### config.mk
export PLATFORM = sky130hd
export DESIGN_NAME = uart_dump_ctrl
export DESIGN_NICKNAME = d
export VERILOG_FILES = /design/src/rtl/uart_pkg.sv /design/src/rtl/dump_timeout_ctr.sv /design/src/rtl/uart_dump_ctrl.sv
export SDC_FILE = /design/constraint.sdc
export NUM_CORES = 1
export LEC_CHECK = 0
export CORE_MARGIN = 3
export CORE_UTILIZATION = 51
export DETAILED_ROUTE_END_ITERATION = 10
export MAX_ROUTING_LAYER = met4
export PLACE_DENSITY = 0.92
export SLEW_MARGIN = 20
export SYNTH_ARGS = -nofsm -noshare
export SYNTH_HDL_FRONTEND = slang
export SYNTH_SLANG_ARGS = --single-unit
### constraint.sdc
create_clock -name clk -period 2.11 [get_ports clk]
set_input_delay 0.422 -clock clk [delete_from_list [all_inputs] [get_ports clk]]
set_output_delay 0.422 -clock clk [all_outputs]
set_load 0.005 [all_outputs]
### src/rtl/uart_pkg.sv
// uart_pkg: shared byte width, timeout default and dump sequencer state encoding
package uart_pkg;
    localparam int BYTE_W = 8;
    localparam int BUSY_TO_DEF = 1023;
    typedef enum logic [2:0] {
        S_IDLE,
        S_READ,
        S_WAIT_DATA,
        S_OFFER,
        S_WAIT_HI,
        S_WAIT_LO,
        S_FINISH
    } dump_state_t;
endpackage

### src/rtl/dump_timeout_ctr.sv
// dump_timeout_ctr: loadable, clearable up-counter with terminal-count flag
module dump_timeout_ctr #(
    parameter int W = 10
) (
    input  logic         clk,
    input  logic         rst,
    input  logic         clr,
    input  logic         load,
    input  logic [W-1:0] load_val,
    input  logic         inc,
    input  logic [W-1:0] term_val,
    output logic         term
);
    logic [W-1:0] cnt;
    always_ff @(posedge clk) begin
        if (rst || clr) cnt <= '0;
        else if (load) cnt <= load_val;
        else if (inc) cnt <= cnt + 1'b1;
    end
    assign term = (cnt == term_val);
endmodule

### src/rtl/uart_dump_ctrl.sv
// uart_dump_ctrl: streams a block of RAM bytes to the UART transmitter after a run
module uart_dump_ctrl
    import uart_pkg::*;
#(
    parameter int ADDR_W  = 16,
    parameter int LEN_W   = 16,
    parameter int RD_LAT  = 1,
    parameter int BUSY_TO = BUSY_TO_DEF
) (
    input  logic              clk,
    input  logic              rst,
    input  logic              start,
    input  logic [ADDR_W-1:0] base_addr,
    input  logic [LEN_W-1:0]  length,
    output logic [ADDR_W-1:0] ram_addr,
    output logic              ram_rd,
    input  logic [BYTE_W-1:0] ram_rdata,
    output logic [BYTE_W-1:0] tx_tdata,
    output logic              tx_tvalid,
    input  logic              tx_busy,
    output logic              active,
    output logic              done,
    output logic [LEN_W-1:0]  sent_count,
    output logic              retry_err
);
    localparam int TW = $clog2(BUSY_TO + RD_LAT + 1);

    dump_state_t state, state_nx;
    logic [ADDR_W-1:0] cur_addr;
    logic [LEN_W-1:0] remaining;
    logic [TW-1:0] ctr_term;
    logic ctr_clr, ctr_load, ctr_inc, ctr_hit;

    // one counter serves both the read-latency wait and the busy timeout
    assign ctr_term = (state == S_WAIT_DATA) ? TW'(RD_LAT) : TW'(BUSY_TO - 1);

    dump_timeout_ctr #(.W(TW)) u_ctr (
        .clk(clk),
        .rst(rst),
        .clr(ctr_clr),
        .load(ctr_load),
        .load_val(TW'(1)),
        .inc(ctr_inc),
        .term_val(ctr_term),
        .term(ctr_hit)
    );

    assign ram_addr = cur_addr;
    assign ram_rd = (state == S_READ);

    always_ff @(posedge clk) begin
        if (rst) state <= S_IDLE;
        else state <= state_nx;
    end

    always_comb begin
        state_nx = state;
        ctr_clr = 1'b0;
        ctr_load = 1'b0;
        ctr_inc = 1'b0;
        case (state)
            S_IDLE: if (start) state_nx = (length == '0) ? S_FINISH : S_READ;
            S_READ: begin
                ctr_load = 1'b1;
                state_nx = S_WAIT_DATA;
            end
            S_WAIT_DATA: begin
                ctr_inc = !ctr_hit;
                if (ctr_hit) state_nx = S_OFFER;
            end
            S_OFFER: begin
                ctr_clr = !tx_busy;
                if (!tx_busy) state_nx = S_WAIT_HI;
            end
            S_WAIT_HI: begin
                ctr_inc = !tx_busy && !ctr_hit;
                state_nx = tx_busy ? S_WAIT_LO : ctr_hit ? S_OFFER : S_WAIT_HI;
            end
            S_WAIT_LO: if (!tx_busy) state_nx = (remaining == LEN_W'(1)) ? S_FINISH : S_READ;
            S_FINISH: state_nx = S_IDLE;
            default: state_nx = S_IDLE;
        endcase
    end

    always_ff @(posedge clk) begin
        if (rst) begin
            cur_addr <= '0;
            remaining <= '0;
            tx_tdata <= '0;
            tx_tvalid <= 1'b0;
            active <= 1'b0;
            done <= 1'b0;
            sent_count <= '0;
            retry_err <= 1'b0;
        end else begin
            tx_tvalid <= (state == S_OFFER) && !tx_busy;
            done <= (state == S_FINISH);
            if (state == S_IDLE && start) begin
                cur_addr <= base_addr;
                remaining <= length;
                sent_count <= '0;
                retry_err <= 1'b0;
                active <= 1'b1;
            end
            if (state == S_FINISH) active <= 1'b0;
            if (state == S_WAIT_DATA && ctr_hit) tx_tdata <= ram_rdata;
            if (state == S_WAIT_HI && !tx_busy && ctr_hit) retry_err <= 1'b1;
            if (state == S_WAIT_LO && !tx_busy) begin
                sent_count <= sent_count + 1'b1;
                cur_addr <= cur_addr + 1'b1;
                remaining <= remaining - 1'b1;
            end
        end
    end
endmodule

==> key figures <==
Outcome
  – Status: finished, final reports clean

Global route
  – Antenna violations before repair: 0
  – Grt total ovfl: 0
  – Total GRT Usage: 27.14%
  – Vias in the first global route: 4051
  – First-pass GRT wire length: 18800 um
  – Largest net degree at the start of global routing: 36

Detailed routing
  – DRT antenna net count: 0
  – DRT Pass-1 Iters: 5
  – Vias per cell: 6.066
  – Total wire length: 11480 um
  – Vias: 4204
  – First-iteration detailed-routing DRC count: 323
  – Drc violations: 0
  – WL/cell: 16.56 um

Floorplanning
  – Starting Density: 53.72%
  – IO Count: 89
  – Core area: 0.007408 mm^2
  – DIE AREA: 0.008900 mm^2
  – Row cnt: 31
  – Die Width: 94.34 um
  – Die Y-Extent: 94.34 um

STA
  – Endpoints failing setup: 0
  – Endpoints failing hold: 0
  – Fmax: 485.6 MHz
  – Clk_skew: 0.01175 ns
  – Setup TNS: 0 ns
  – Slew @ Worst Pin: 0.5317 ns
  – Final Cycle Share: 97.59%
  – Slew Limit Fails: 0
  – Max-slew headroom: 63.64%
  – Min cycle time layout: 2.059 ns

Placement
  – Final RePlAce weighted congestion: 0.8924
  – Dpl cells: 675
  – Hpwl dp: 8223 um
  – I/O Buffers: 88

Logic synthesis
  – Gate Count Post-Synth: 478
  – Ys Warns: 0
  – Predominant post-synthesis flop cell: dfxtp_1
  – Post-synth EDFFs: 0
  – #FFs+latches synth: 74
  – Async SR Flop Fraction: 0%
  – Cell Area, Synth: 0.003980 mm^2
  – Netlist cell types: 65
  – Syn Area/Cell: 8.327 um^2
  – Syn nets: 527
  – Sequential share of the synthesized area: 37.22%

Setup path
  – Critical Path, Cell by Cell: clkdlybuf4s50_1 -> or3b_4 -> a2111oi_0 -> o211ai_1 -> xor2_1 -> nor2_1
  – CP top delay family: compound AO/OA/AOI/OAI gates
  – R2R Path Start: u_ctr.cnt[3]
  – Reg2Reg Depth: 5
  – Crit path depth: 6
  – Critical path arrival: 2.29 ns
  – Crit-path max FO: 4
  – Worst path bufs/invs: 1
  – CP max stage cell: a2111oi_0
  – R2r endpoint: u_ctr.cnt[0]
  – Largest stage delay on the critical path: 0.52 ns
  – Critical Path Start Type: primary input
  – R2R setup slack: 0.12 ns
  – WP data required: 2.34 ns
  – CP Capture Type: register
  – WS Path Type: in2reg

Min path
  – Worst Hold Launch: retry_err
  – WHS Endpoint: retry_err
  – Worst hold path type: reg2reg
  – Min-Delay Path Depth: 2

Clock network
  – CTS tree: yes
  – Clock sinks: 74
  – Worst-Skew Late Latency: 0.36 ns
  – CTS Buffer Depth: 2
  – Root buf cell: clkbuf_8
  – TritonCTS Buffers: 9
  – Worst-path clk slew: 0.07 ns
  – CTS H-Tree Depth: 3
  – Hold buffer count at cts: 0

Cells and area
  – Diodes inserted: 0
  – Post-Layout Cell Count: 693
  – Net count, final: 638
  – Commonest cells after routing, fill and taps aside: clkdlybuf4s50_1, dfxtp_1, nor2_1, a21oi_1
  – Fillers: 530
  – Syn-to-layout area delta: 36.40%
  – Commonest non-fill, non-tap cell in the layout: clkdlybuf4s50_1
  – Layout cells sized above 1: 13.47%

Power and ir drop
  – Switching share of power: 31.58%
  – Peak VDD IR: 0.6403 mV
  – Seq pwr share: 38.8%
  – Pleak: 0.001997 uW
  – Comb power frac: 30.0%
  – Switch Pwr: 1403 uW
  – Clock share of power: 31.1%
  – Pint: 3039 uW
  – Power density cells: 818.2 mW/mm^2
  – Total power: 4442 uW

Job
  – Maxcap violations: 0
-- sequential cells by signal, indices dropped and copies added (netlist names) --
register,flops
ram_addr,16
remaining,16
sent_count,16
u_ctr.cnt,11
tx_tdata,8
state,3
active,1
done,1
retry_err,1
tx_tvalid,1
-- worst max path at each step --
| stage | slack, ns | end | start |
|---|---|---|---|
| 2_1_floorplan | 0.40 | ram_addr[7] | state[0] |
| 3_3_place_gp | -0.15 | sent_count[13] | tx_busy |
| 3_5_place_dp | -0.20 | ram_addr[9] | tx_busy |
| 4_1_cts | 0.009 | ram_rd | state[2] |
| 5_1_grt | -0.005 | u_ctr.cnt[6] | tx_busy |
| 6_report | 0.05 | u_ctr.cnt[6] | tx_busy |
-- through the flow --
| stage | setup slack, ns | instance area (um^2) | hold WS, ns | utilization (%) |
|---|---|---|---|---|
| detailed placement | -0.1951 | 5147 | 0.4721 | 69.48 |
| CTS | 0.009053 | 5400 | 0.4838 | 72.89 |
| global placement | -0.1455 | 5147 | 0.4424 | 69.48 |
| finish | 0.05081 | 5429 | 0.4818 | 73.28 |
| floorplan | 0.3987 | 3980 | 0.4483 | - |
| global route | -0.005177 | 5429 | 0.5064 | 73.28 |
-- cells in the mapped netlist (11+ instances only) --
| master | n | area share (%) |
|---|---|---|
| clkbuf_1 | 17 | 1.6 |
| mux2i_1 | 11 | 2.8 |
| nand2_1 | 39 | 3.7 |
| o21ai_0 | 14 | 1.8 |
| o211ai_1 | 17 | 3.2 |
| nand3_1 | 20 | 2.5 |
| inv_1 | 11 | 1.0 |
| a21oi_1 | 45 | 5.7 |
| nor4_1 | 11 | 1.7 |
| nor3_1 | 16 | 2.0 |
| nor2_1 | 54 | 5.1 |
| dfxtp_1 | 74 | 37 |
-- per-layer routing --
metal	GRT usage, %	routed length [um]	up-vias
li1	-	-	2003
met1	32.37	4666	1978
met2	44.62	5824	188
met3	6.853	680	35
met4	9.507	305	0
met5	-	0	-
-- logic make-up (layout without fill, tap and decap cells) --
family | Yosys count | in the layout | share of synthesized area, %
AND/OR/NAND/NOR | 210 | 210 | 29.39
adder cells (fa/ha/maj) | 5 | 5 | 1.572
flip-flops | 74 | 74 | 37.22
AO/OA/AOI/OAI | 122 | 122 | 20.53
multiplexers | 17 | 17 | 4.558
XOR/XNOR | 11 | 11 | 2.421
buffers and inverters | 39 | 155 | 4.307
-- cell type report --
cell class / count / area (um^2) / share of cell area [%]
Tap cell: 99 / 123.9 / 2.282
Multi-Input combinational cell: 365 / 2336 / 43.03
Clock buffer: 11 / 151.4 / 2.789
Clock inverter: 5 / 100.1 / 1.844
Inverter: 11 / 41.29 / 0.7605
Sequential cell: 74 / 1488 / 27.40
Timing Repair Buffer: 128 / 1189 / 21.89
-- worst reg2reg max path: cells and delay by family (launching register included) --
kind,cells,cell delay [ns]
XOR/XNOR,1,0.11
flip-flops,1,0.43
AO/OA/AOI/OAI,2,0.65
AND/OR/NAND/NOR,2,0.70
-- power by group through the flow --
stage                     logic, uW  registers, uW  clock network [uW]
after floorplan                 800           1690                   0
after global placement         1250           1730                   0
after detailed placement       1300           1740                   0
after CTS                      1300           1720                1400
after global routing           1450           1750                1470
final                          1330           1720                1380
-- timing repair --
item / CTS / global route
buffers inserted: 0 / 2
resized for setup: 1 / 5
endpoints found under the setup margin: 1 / 3
pin swaps: 0 / 1
No activity file was read; power rests on OpenSTA's default activity.
